[src/rtl/sc_mult_seq_pkg.sv]
// Shared constants for the sequential shift-and-add multiplier: the default
// operand width and the FSM state encoding.
package sc_mult_seq_pkg;

    localparam int SC_MULT_DATAWIDTH_DEF = 32;

    // state | meaning
    // IDLE  | waiting for Start; outputs hold the last product
    // RUN   | one multiplier bit consumed per falling edge
    // DONE  | product valid, Done pulse for one cycle
    localparam logic [1:0] ST_IDLE = 2'd0;
    localparam logic [1:0] ST_RUN  = 2'd1;
    localparam logic [1:0] ST_DONE = 2'd2;

endpackage

[src/rtl/sc_mult_addshift.sv]
// One shift-and-add step: conditionally add the multiplicand to the upper
// accumulator half with carry kept, then shift {carry, acc, multiplier} right.
module sc_mult_addshift #(
    parameter int W = 32
) (
    input  logic [W-1:0] acc_i,
    input  logic [W-1:0] mplier_i,
    input  logic [W-1:0] mcand_i,
    output logic [W-1:0] acc_o,
    output logic [W-1:0] mplier_o
);

    logic [W:0] sum;

    // W+1-bit sum so the carry survives into the shifted accumulator
    always_comb begin
        sum      = {1'b0, acc_i} + (mplier_i[0] ? {1'b0, mcand_i} : {(W+1){1'b0}});
        acc_o    = sum[W:1];
        mplier_o = {sum[0], mplier_i[W-1:1]};
    end

endmodule

[src/rtl/sc_mult_seq.sv]
// Sequential unsigned multiplier: W iterations of shift-and-add, result
// registers updated only on completion, single-cycle Done pulse.
module sc_mult_seq
    import sc_mult_seq_pkg::*;
#(
    parameter int DATAWIDTH_BUS = SC_MULT_DATAWIDTH_DEF
) (
    input  logic                     SC_MultSEQ_CLOCK_50,
    input  logic                     SC_RegGENERAL_Reset_InHigh,
    input  logic                     SC_MultSEQ_Start_InHigh,
    input  logic [DATAWIDTH_BUS-1:0] SC_MultSEQ_OperandA_In,
    input  logic [DATAWIDTH_BUS-1:0] SC_MultSEQ_OperandB_In,
    output logic [DATAWIDTH_BUS-1:0] SC_MultSEQ_ResultLow_Out,
    output logic [DATAWIDTH_BUS-1:0] SC_MultSEQ_ResultHigh_Out,
    output logic                     SC_MultSEQ_Busy_OutHigh,
    output logic                     SC_MultSEQ_Done_OutHigh
);

    localparam int W  = DATAWIDTH_BUS;
    localparam int CW = $clog2(W);
    localparam logic [CW-1:0] CNT_LAST = CW'(W - 1);

    logic [1:0]    state_q, state_d;
    logic [CW-1:0] cnt_q, cnt_d;
    logic [W-1:0]  mcand_q, mcand_d;
    logic [W-1:0]  mplier_q, mplier_d;
    logic [W-1:0]  acc_q, acc_d;
    logic [W-1:0]  res_lo_q, res_lo_d;
    logic [W-1:0]  res_hi_q, res_hi_d;
    logic [W-1:0]  acc_nxt, mplier_nxt;

    sc_mult_addshift #(.W(W)) u_addshift (
        .acc_i    (acc_q),
        .mplier_i (mplier_q),
        .mcand_i  (mcand_q),
        .acc_o    (acc_nxt),
        .mplier_o (mplier_nxt)
    );

    // Next-state and datapath control
    always_comb begin
        state_d  = state_q;
        cnt_d    = cnt_q;
        mcand_d  = mcand_q;
        mplier_d = mplier_q;
        acc_d    = acc_q;
        res_lo_d = res_lo_q;
        res_hi_d = res_hi_q;
        case (state_q)
            ST_IDLE: begin
                if (SC_MultSEQ_Start_InHigh) begin
                    mcand_d  = SC_MultSEQ_OperandA_In;
                    mplier_d = SC_MultSEQ_OperandB_In;
                    acc_d    = '0;
                    cnt_d    = '0;
                    state_d  = ST_RUN;
                end
            end
            ST_RUN: begin
                acc_d    = acc_nxt;
                mplier_d = mplier_nxt;
                cnt_d    = cnt_q + 1'b1;
                // Last iteration: the shifted pair already is the full product
                if (cnt_q == CNT_LAST) begin
                    res_hi_d = acc_nxt;
                    res_lo_d = mplier_nxt;
                    state_d  = ST_DONE;
                end
            end
            ST_DONE: state_d = ST_IDLE;
            default: state_d = ST_IDLE;
        endcase
    end

    // State registers, falling-edge clocked with asynchronous reset
    always_ff @(negedge SC_MultSEQ_CLOCK_50 or posedge SC_RegGENERAL_Reset_InHigh) begin
        if (SC_RegGENERAL_Reset_InHigh) begin
            state_q  <= ST_IDLE;
            cnt_q    <= '0;
            mcand_q  <= '0;
            mplier_q <= '0;
            acc_q    <= '0;
            res_lo_q <= '0;
            res_hi_q <= '0;
        end else begin
            state_q  <= state_d;
            cnt_q    <= cnt_d;
            mcand_q  <= mcand_d;
            mplier_q <= mplier_d;
            acc_q    <= acc_d;
            res_lo_q <= res_lo_d;
            res_hi_q <= res_hi_d;
        end
    end

    // Status decode straight from the state register
    always_comb begin
        SC_MultSEQ_Busy_OutHigh   = (state_q == ST_RUN) || (state_q == ST_DONE);
        SC_MultSEQ_Done_OutHigh   = (state_q == ST_DONE);
        SC_MultSEQ_ResultLow_Out  = res_lo_q;
        SC_MultSEQ_ResultHigh_Out = res_hi_q;
    end

endmodule

[config.mk]
export PLATFORM = sky130hd
export DESIGN_NAME = sc_mult_seq
export DESIGN_NICKNAME = d
export VERILOG_FILES = /design/src/rtl/sc_mult_seq_pkg.sv /design/src/rtl/sc_mult_addshift.sv /design/src/rtl/sc_mult_seq.sv
export SDC_FILE = /design/constraint.sdc
export NUM_CORES = 1
export LEC_CHECK = 0
export ABC_AREA = 1
export CAP_MARGIN = 25
export CORE_ASPECT_RATIO = 1.2
export CORE_MARGIN = 3
export CORE_UTILIZATION = 40
export CTS_CLUSTER_SIZE = 10
export DETAILED_ROUTE_END_ITERATION = 10
export GPL_TIMING_DRIVEN = 0
export SYNTH_ARGS = -nofsm -noshare
export SYNTH_HDL_FRONTEND = slang
export SYNTH_SLANG_ARGS = --single-unit
[constraint.sdc]
create_clock -name SC_MultSEQ_CLOCK_50 -period 6.4 [get_ports SC_MultSEQ_CLOCK_50]
set_clock_uncertainty 0.15 [all_clocks]
set_input_delay 1.6 -clock SC_MultSEQ_CLOCK_50 [delete_from_list [all_inputs] [get_ports SC_MultSEQ_CLOCK_50]]
set_output_delay 1.6 -clock SC_MultSEQ_CLOCK_50 [all_outputs]
set_load 0.1 [all_outputs]
==> results of run 1 <==
==> timing repair <==
action,4_1_cts,5_1_grt
hold endpoints to repair,0,0
gates resized for setup,207,16
endpoints found under the setup margin,66,12
==> flip-flops by register name, summed over array words and instances, names as in the netlist <==
signal	count
mcand_q	32
cnt_q	5
SC_MultSEQ_ResultLow_Out	32
SC_MultSEQ_ResultHigh_Out	32
acc_q	32
mplier_q	32
state_q	2
==> metrics by stage <==
stage	hold slack [ns]	instances	power [mW]	setup WS [ns]
floorplan	0.2511	1197	3.396	-0.5570
global placement	0.2721	1608	4.022	-2.055
detailed placement	0.2757	1612	4.060	-0.4693
CTS	0.2792	1644	5.155	0.0002740
global route	0.2886	1644	5.571	0.0002447
finish	0.2753	1644	5.128	0.02684
==> layer usage <==
metal,vias up,routed length (um),track usage [%]
li1,4052,-,-
met1,3727,11440,27.39
met2,179,12360,35.60
met3,26,1356,5.284
met4,0,487,6.491
met5,-,0,0
==> cell usage after synthesis, drive strengths merged <==
library cell | instances | share of area, %
nand2 | 443 | 18
inv | 186 | 7.6
dfrtn | 167 | 45
o21ai | 87 | 4.8
nand3 | 63 | 3.6
nor2 | 47 | 2.0
ha | 37 | 5.0
mux2 | 33 | 4.0
o211ai | 30 | 2.5
a21oi | 23 | 1.3
buf | 20 | 1.2
clkbuf | 20 | 0.90
xnor2 | 10 | 0.95
nor3 | 8 | 0.44
nand3b | 5 | 0.41
nand4 | 4 | 0.27
xor2 | 4 | 0.38
o21bai | 3 | 0.25
a22o | 2 | 0.19
a31oi | 2 | 0.14
a21o | 1 | 0.082
fa | 1 | 0.22
o22ai | 1 | 0.068
==> logic make-up (layout without fill, tap and decap cells) <==
kind of cell    after synthesis  in the layout
mux                          33             33
xor+xnor                     14             14
fa+ha+maj                    38             38
flops                       167            167
simple gates                570            570
buf+inv                     226            394
compound gates              149            149
==> path summary, 6_finish.rpt <==
path / end / cells after the start
setup reg to reg: acc_q[27] / 15
hold / removal: SC_MultSEQ_ResultHigh_Out[19] / 2
setup / recovery: SC_MultSEQ_ResultLow_Out[31] / 1
min in group asynchronous: SC_MultSEQ_ResultLow_Out[5] / 2
hold reg to reg: SC_MultSEQ_ResultHigh_Out[19] / 2
max in group asynchronous: mcand_q[26] / 4
==> cell type report <==
| type | count | area [um^2] |
|---|---|---|
| Clock inverter | 15 | 181.4 |
| Sequential cell | 167 | 4179 |
| Tap cell | 279 | 349.1 |
| Clock buffer | 17 | 425.4 |
| Timing Repair Buffer | 136 | 1455 |
| Fill cell | 2224 | 10900 |
| Buffer | 40 | 193.9 |
| Inverter | 186 | 701.9 |
| Multi-Input combinational cell | 804 | 4133 |
==> power by group through the flow <==
stage	Combinational (mW)	Sequential, mW	Clock, mW
after global placement	2.48	1.55	0
after detailed placement	2.51	1.55	0
after CTS	2.54	1.54	1.08
after global routing	2.88	1.57	1.12
final	2.53	1.54	1.05
after floorplan	1.88	1.51	0
==> flow_summary.json, run 1 <==
{
  "max_slew_margin_pct": 59.27,
  "seq_area_frac_synth_pct": 45.47,
  "wirelength_um": 25640,
  "r2r_setup_slack_ns": 3.30,
  "min_path_type": "flop to flop",
  "vias": 7984,
  "grt_setup_unrepaired": "no",
  "slew_viol_final": 0,
  "crit_family": "buffers and inverters",
  "r2r-start": "mplier_q[0]",
  "clock-root-buffer": "clkbuf_16",
  "share_seq_of_total_power_pct": 30.0,
  "grt_pass1_wl_um": 41500,
  "io_pins": 133,
  "final_hold_viol_count": 0,
  "fin_util_pct": 51.59,
  "setup_viol": 0,
  "tightest_slew_ns": 0.6097,
  "synth_nets": 1302,
  "core_um2": 22520,
  "synth_compound_area_share_pct": 9.202,
  "dp_hpwl_um": 19980,
  "layout-drive-gt1-share_pct": 12.53,
  "design_area_um2": 11620,
  "worst_setup_path_start_kind": "flop",
  "p_per_area_nw_per_um2": 441.3,
  "num_rows": 60,
  "synthCells": 1197,
  "numCtsBuffers": 17,
  "path_buf_inv": 1,
  "synthAdderAreaFrac_pct": 5.255,
  "drv_cap": 0,
  "critPathSlowestCell": "clkdlybuf4s18_2",
  "layout_common_cells": "nand2_1 (437), inv_1 (182), dfrtn_1 (167)",
  "crit_type": "flop to output port",
  "path_clk_slew_ns": 0.05,
  "tritoncts": "built",
  "post_cts_buffers": 0,
  "die_w_um": 144.4,
  "synth_seq_cells": 167,
  "areaGrowthSynthToFinish_pct": 26.41,
  "fin_nets": 1457,
  "drc": 0,
  "critical_path_arrival_ns": 4.62,
  "cts.sinks": 167,
  "final_common_cell": "nand2_1",
  "power.switching_mw": 2.302,
  "place_area_um2": 10950,
  "cts_htree_levels": 4,
  "grt_max_degree": 42,
  "antenna_found_initial": 0,
  "switching_share_pct": 44.90,
  "portBuffers": 132,
  "pwr-share-clk_pct": 20.6,
  "vdd_ir_drop_max_uv": 220.9,
  "synthXorXnorAreaFrac_pct": 1.334,
  "worstSetupEndpointType": "output port",
  "clockBufferDepth": 2,
  "grt_use_total_pct": 21.33,
  "power_frac_comb_pct": 49.4,
  "outcome": "completed",
  "ys_warn_count": 0,
  "synth_area_per_cell_um2": 7.679,
  "routedWlPerCell_um": 15.59,
  "cp_slowest_stage_delay_ns": 0.56,
  "ys_types": 33,
  "drtIter0Drc": 442,
  "fp.dieH_um": 172.1,
  "hold_start": "SC_MultSEQ_ResultHigh_Out[19]",
  "startpoint": "SC_MultSEQ_ResultLow_Out[31]",
  "dieArea_um2": 24840,
  "worstPathMaxFanout": 2,
  "start_util_pct": 40.81,
  "drt-pass1-iter-count": 5,
  "synth_top_family_by_area": "simple AND/OR/NAND/NOR gates",
  "grt_pass1_vias": 8140,
  "hold_buffers": 0,
  "muxShareOfSynthArea_pct": 4.043,
  "critPathRequiredTime_ns": 4.65,
  "gp_congestion": 0.9240,
  "crit_path_cell_trace": "clkdlybuf4s18_2",
  "diodes": 0,
  "tns_ns": 0,
  "syn_area_um2": 9191,
  "avgViaCountPerCell": 4.856,
  "clock_latency_ns": 0.41,
  "leakage_nw": 6.098,
  "synth-simple-area-share_pct": 24.99,
  "internal-power_mw": 2.825,
  "ant_nets": 0,
  "grt_overflow": 0
}
Note: power is estimated with default switching activity, not from simulation.
==> run 2, diff against run 1 <==
Settings changed: HOLD_SLACK_MARGIN from default to 0.02.
==> results of run 2 <==
Same layout as run 1: the final DEF is identical, and so are final timing and power.
==> run 3, diff against run 2 <==
Settings changed: CAP_MARGIN 25 to default.
==> flow_summary.json, run 3 (same netlist as run 1, synthesis figures left out) <==
{
  "layout_common_cells": "nand2_1 (437), inv_1 (182), dfrtn_1 (167)",
  "avgViaCountPerCell": 4.856,
  "final_common_cell": "nand2_1",
  "dp_hpwl_um": 20060,
  "worst_setup_path_start_kind": "flop",
  "die_w_um": 144.4,
  "max_slew_margin_pct": 59.30,
  "met2_length_um": 12330,
  "cp_slowest_stage_delay_ns": 0.56,
  "vdd_ir_drop_max_uv": 208.6,
  "grt_pass1_wl_um": 41620,
  "slew_viol_final": 0,
  "crit_type": "flop to output port",
  "fillers": 2260,
  "grt_overflow": 0,
  "critPathSlowestCell": "clkdlybuf4s18_2",
  "crit_path_cell_trace": "clkdlybuf4s18_2",
  "worstSetupEndpointType": "output port",
  "numCtsBuffers": 17,
  "fin_nets": 1457,
  "layout-drive-gt1-share_pct": 12.53,
  "tightest_slew_ns": 0.6092,
  "highest_layer": "met4",
  "diodes": 0,
  "cts_htree_levels": 4,
  "path_buf_inv": 1,
  "fin_cells": 1644,
  "grt_use_total_pct": 21.36,
  "portBuffers": 132,
  "m1WireLength_um": 11490,
  "clockBufferDepth": 2,
  "clock_latency_ns": 0.41,
  "worstPathMaxFanout": 2,
  "grt_pass1_vias": 8144,
  "outcome": "completed",
  "gp_congestion": 0.9240,
  "clock-root-buffer": "clkbuf_16",
  "ff_latch_area_um2": 4179,
  "grt_max_degree": 42,
  "final_hold_viol_count": 0,
  "ant_nets": 0,
  "drv_cap": 0,
  "wl_met3_um": 1370,
  "routedWlPerCell_um": 15.61,
  "path_clk_slew_ns": 0.05,
  "drtIter0Drc": 365,
  "areaGrowthSynthToFinish_pct": 26.38,
  "io_pins": 133,
  "cts.sinks": 167,
  "critical_path_arrival_ns": 4.62,
  "core_um2": 22520,
  "crit_family": "buffers and inverters",
  "drt-pass1-iter-count": 8,
  "dieArea_um2": 24840,
  "num_rows": 60,
  "vias": 7984,
  "antenna_found_initial": 0,
  "min_path_type": "flop to flop",
  "place_inst": 1612,
  "drc": 0,
  "setup_viol": 0,
  "leakage_nw": 6.097,
  "critPathRequiredTime_ns": 4.65,
  "multi_input_area_um2": 4133,
  "p_per_area_nw_per_um2": 441.5,
  "fp.dieH_um": 172.1,
  "hold_ws_ns": 0.2756,
  "wirelength_um": 25660,
  "start_util_pct": 40.81,
  "tritoncts": "built",
  "hold_buffers": 0,
  "grt_setup_unrepaired": "no"
}
[run 3: what timing repair did]
| item | 4_1_cts | 5_1_grt |
|---|---|---|
| pin swaps | 0 | 0 |
| gates resized for setup | 204 | 20 |
| endpoints found under the hold margin | 0 | 0 |
| buffers inserted | 0 | 0 |
| setup endpoints to repair | 66 | 13 |
[run 3: layout make-up]
type / instances / share of cell area, %
Buffer: 40 / 1.670
Clock buffer: 17 / 3.662
Clock inverter: 15 / 1.540
Inverter: 186 / 6.043
Multi-Input combinational cell: 804 / 35.58
Sequential cell: 167 / 35.98
Tap cell: 279 / 3.005
Timing Repair Buffer: 136 / 12.53
[run 3: per-stage QoR]
stage / setup TNS (ns) / power [mW] / worst slack, ns / area (um^2) / utilization, %
floorplan: -93.02 / 3.396 / -0.5570 / 9195 / -
global placement: -355.61 / 4.022 / -2.055 / 10870 / 48.24
detailed placement: -16.43 / 4.065 / -0.4690 / 10950 / 48.60
CTS: 0 / 5.141 / 0.001879 / 11630 / 51.62
global route: 0 / 5.581 / 0.001029 / 11620 / 51.58
finish: 0 / 5.128 / 0.03444 / 11620 / 51.58
[run 3: metal layers]
metal  GRT usage (%)  vias up
li1                -     4060
met4           5.314        0
met2           35.78      176
met1           27.53     3722
met5               0        -
met3           5.781       26
[run 3: worst paths after layout]
| path | startpoint | slack [ns] | to | depth (start not counted) |
|---|---|---|---|---|
| worst max-delay path | SC_MultSEQ_ResultLow_Out[31] | 0.03 | SC_MultSEQ_ResultLow_Out[31] | 1 |
| worst min-delay path | SC_MultSEQ_ResultHigh_Out[28] | 0.28 | SC_MultSEQ_ResultHigh_Out[28] | 2 |
| worst max register to register | mplier_q[0] | 3.27 | SC_MultSEQ_ResultHigh_Out[27] | 15 |
| worst min register to register | SC_MultSEQ_ResultHigh_Out[28] | 0.28 | SC_MultSEQ_ResultHigh_Out[28] | 2 |
| max in group asynchronous | SC_RegGENERAL_Reset_InHigh | 0.66 | mcand_q[26] | 4 |
| min in group asynchronous | SC_RegGENERAL_Reset_InHigh | 4.55 | SC_MultSEQ_ResultLow_Out[5] | 2 |
[run 3: power by group]
group / switching (mW) / internal (mW) / total, mW
combinational: 1.64 / 0.898 / 2.53
clock: 0.522 / 0.533 / 1.05
sequential: 0.145 / 1.39 / 1.54
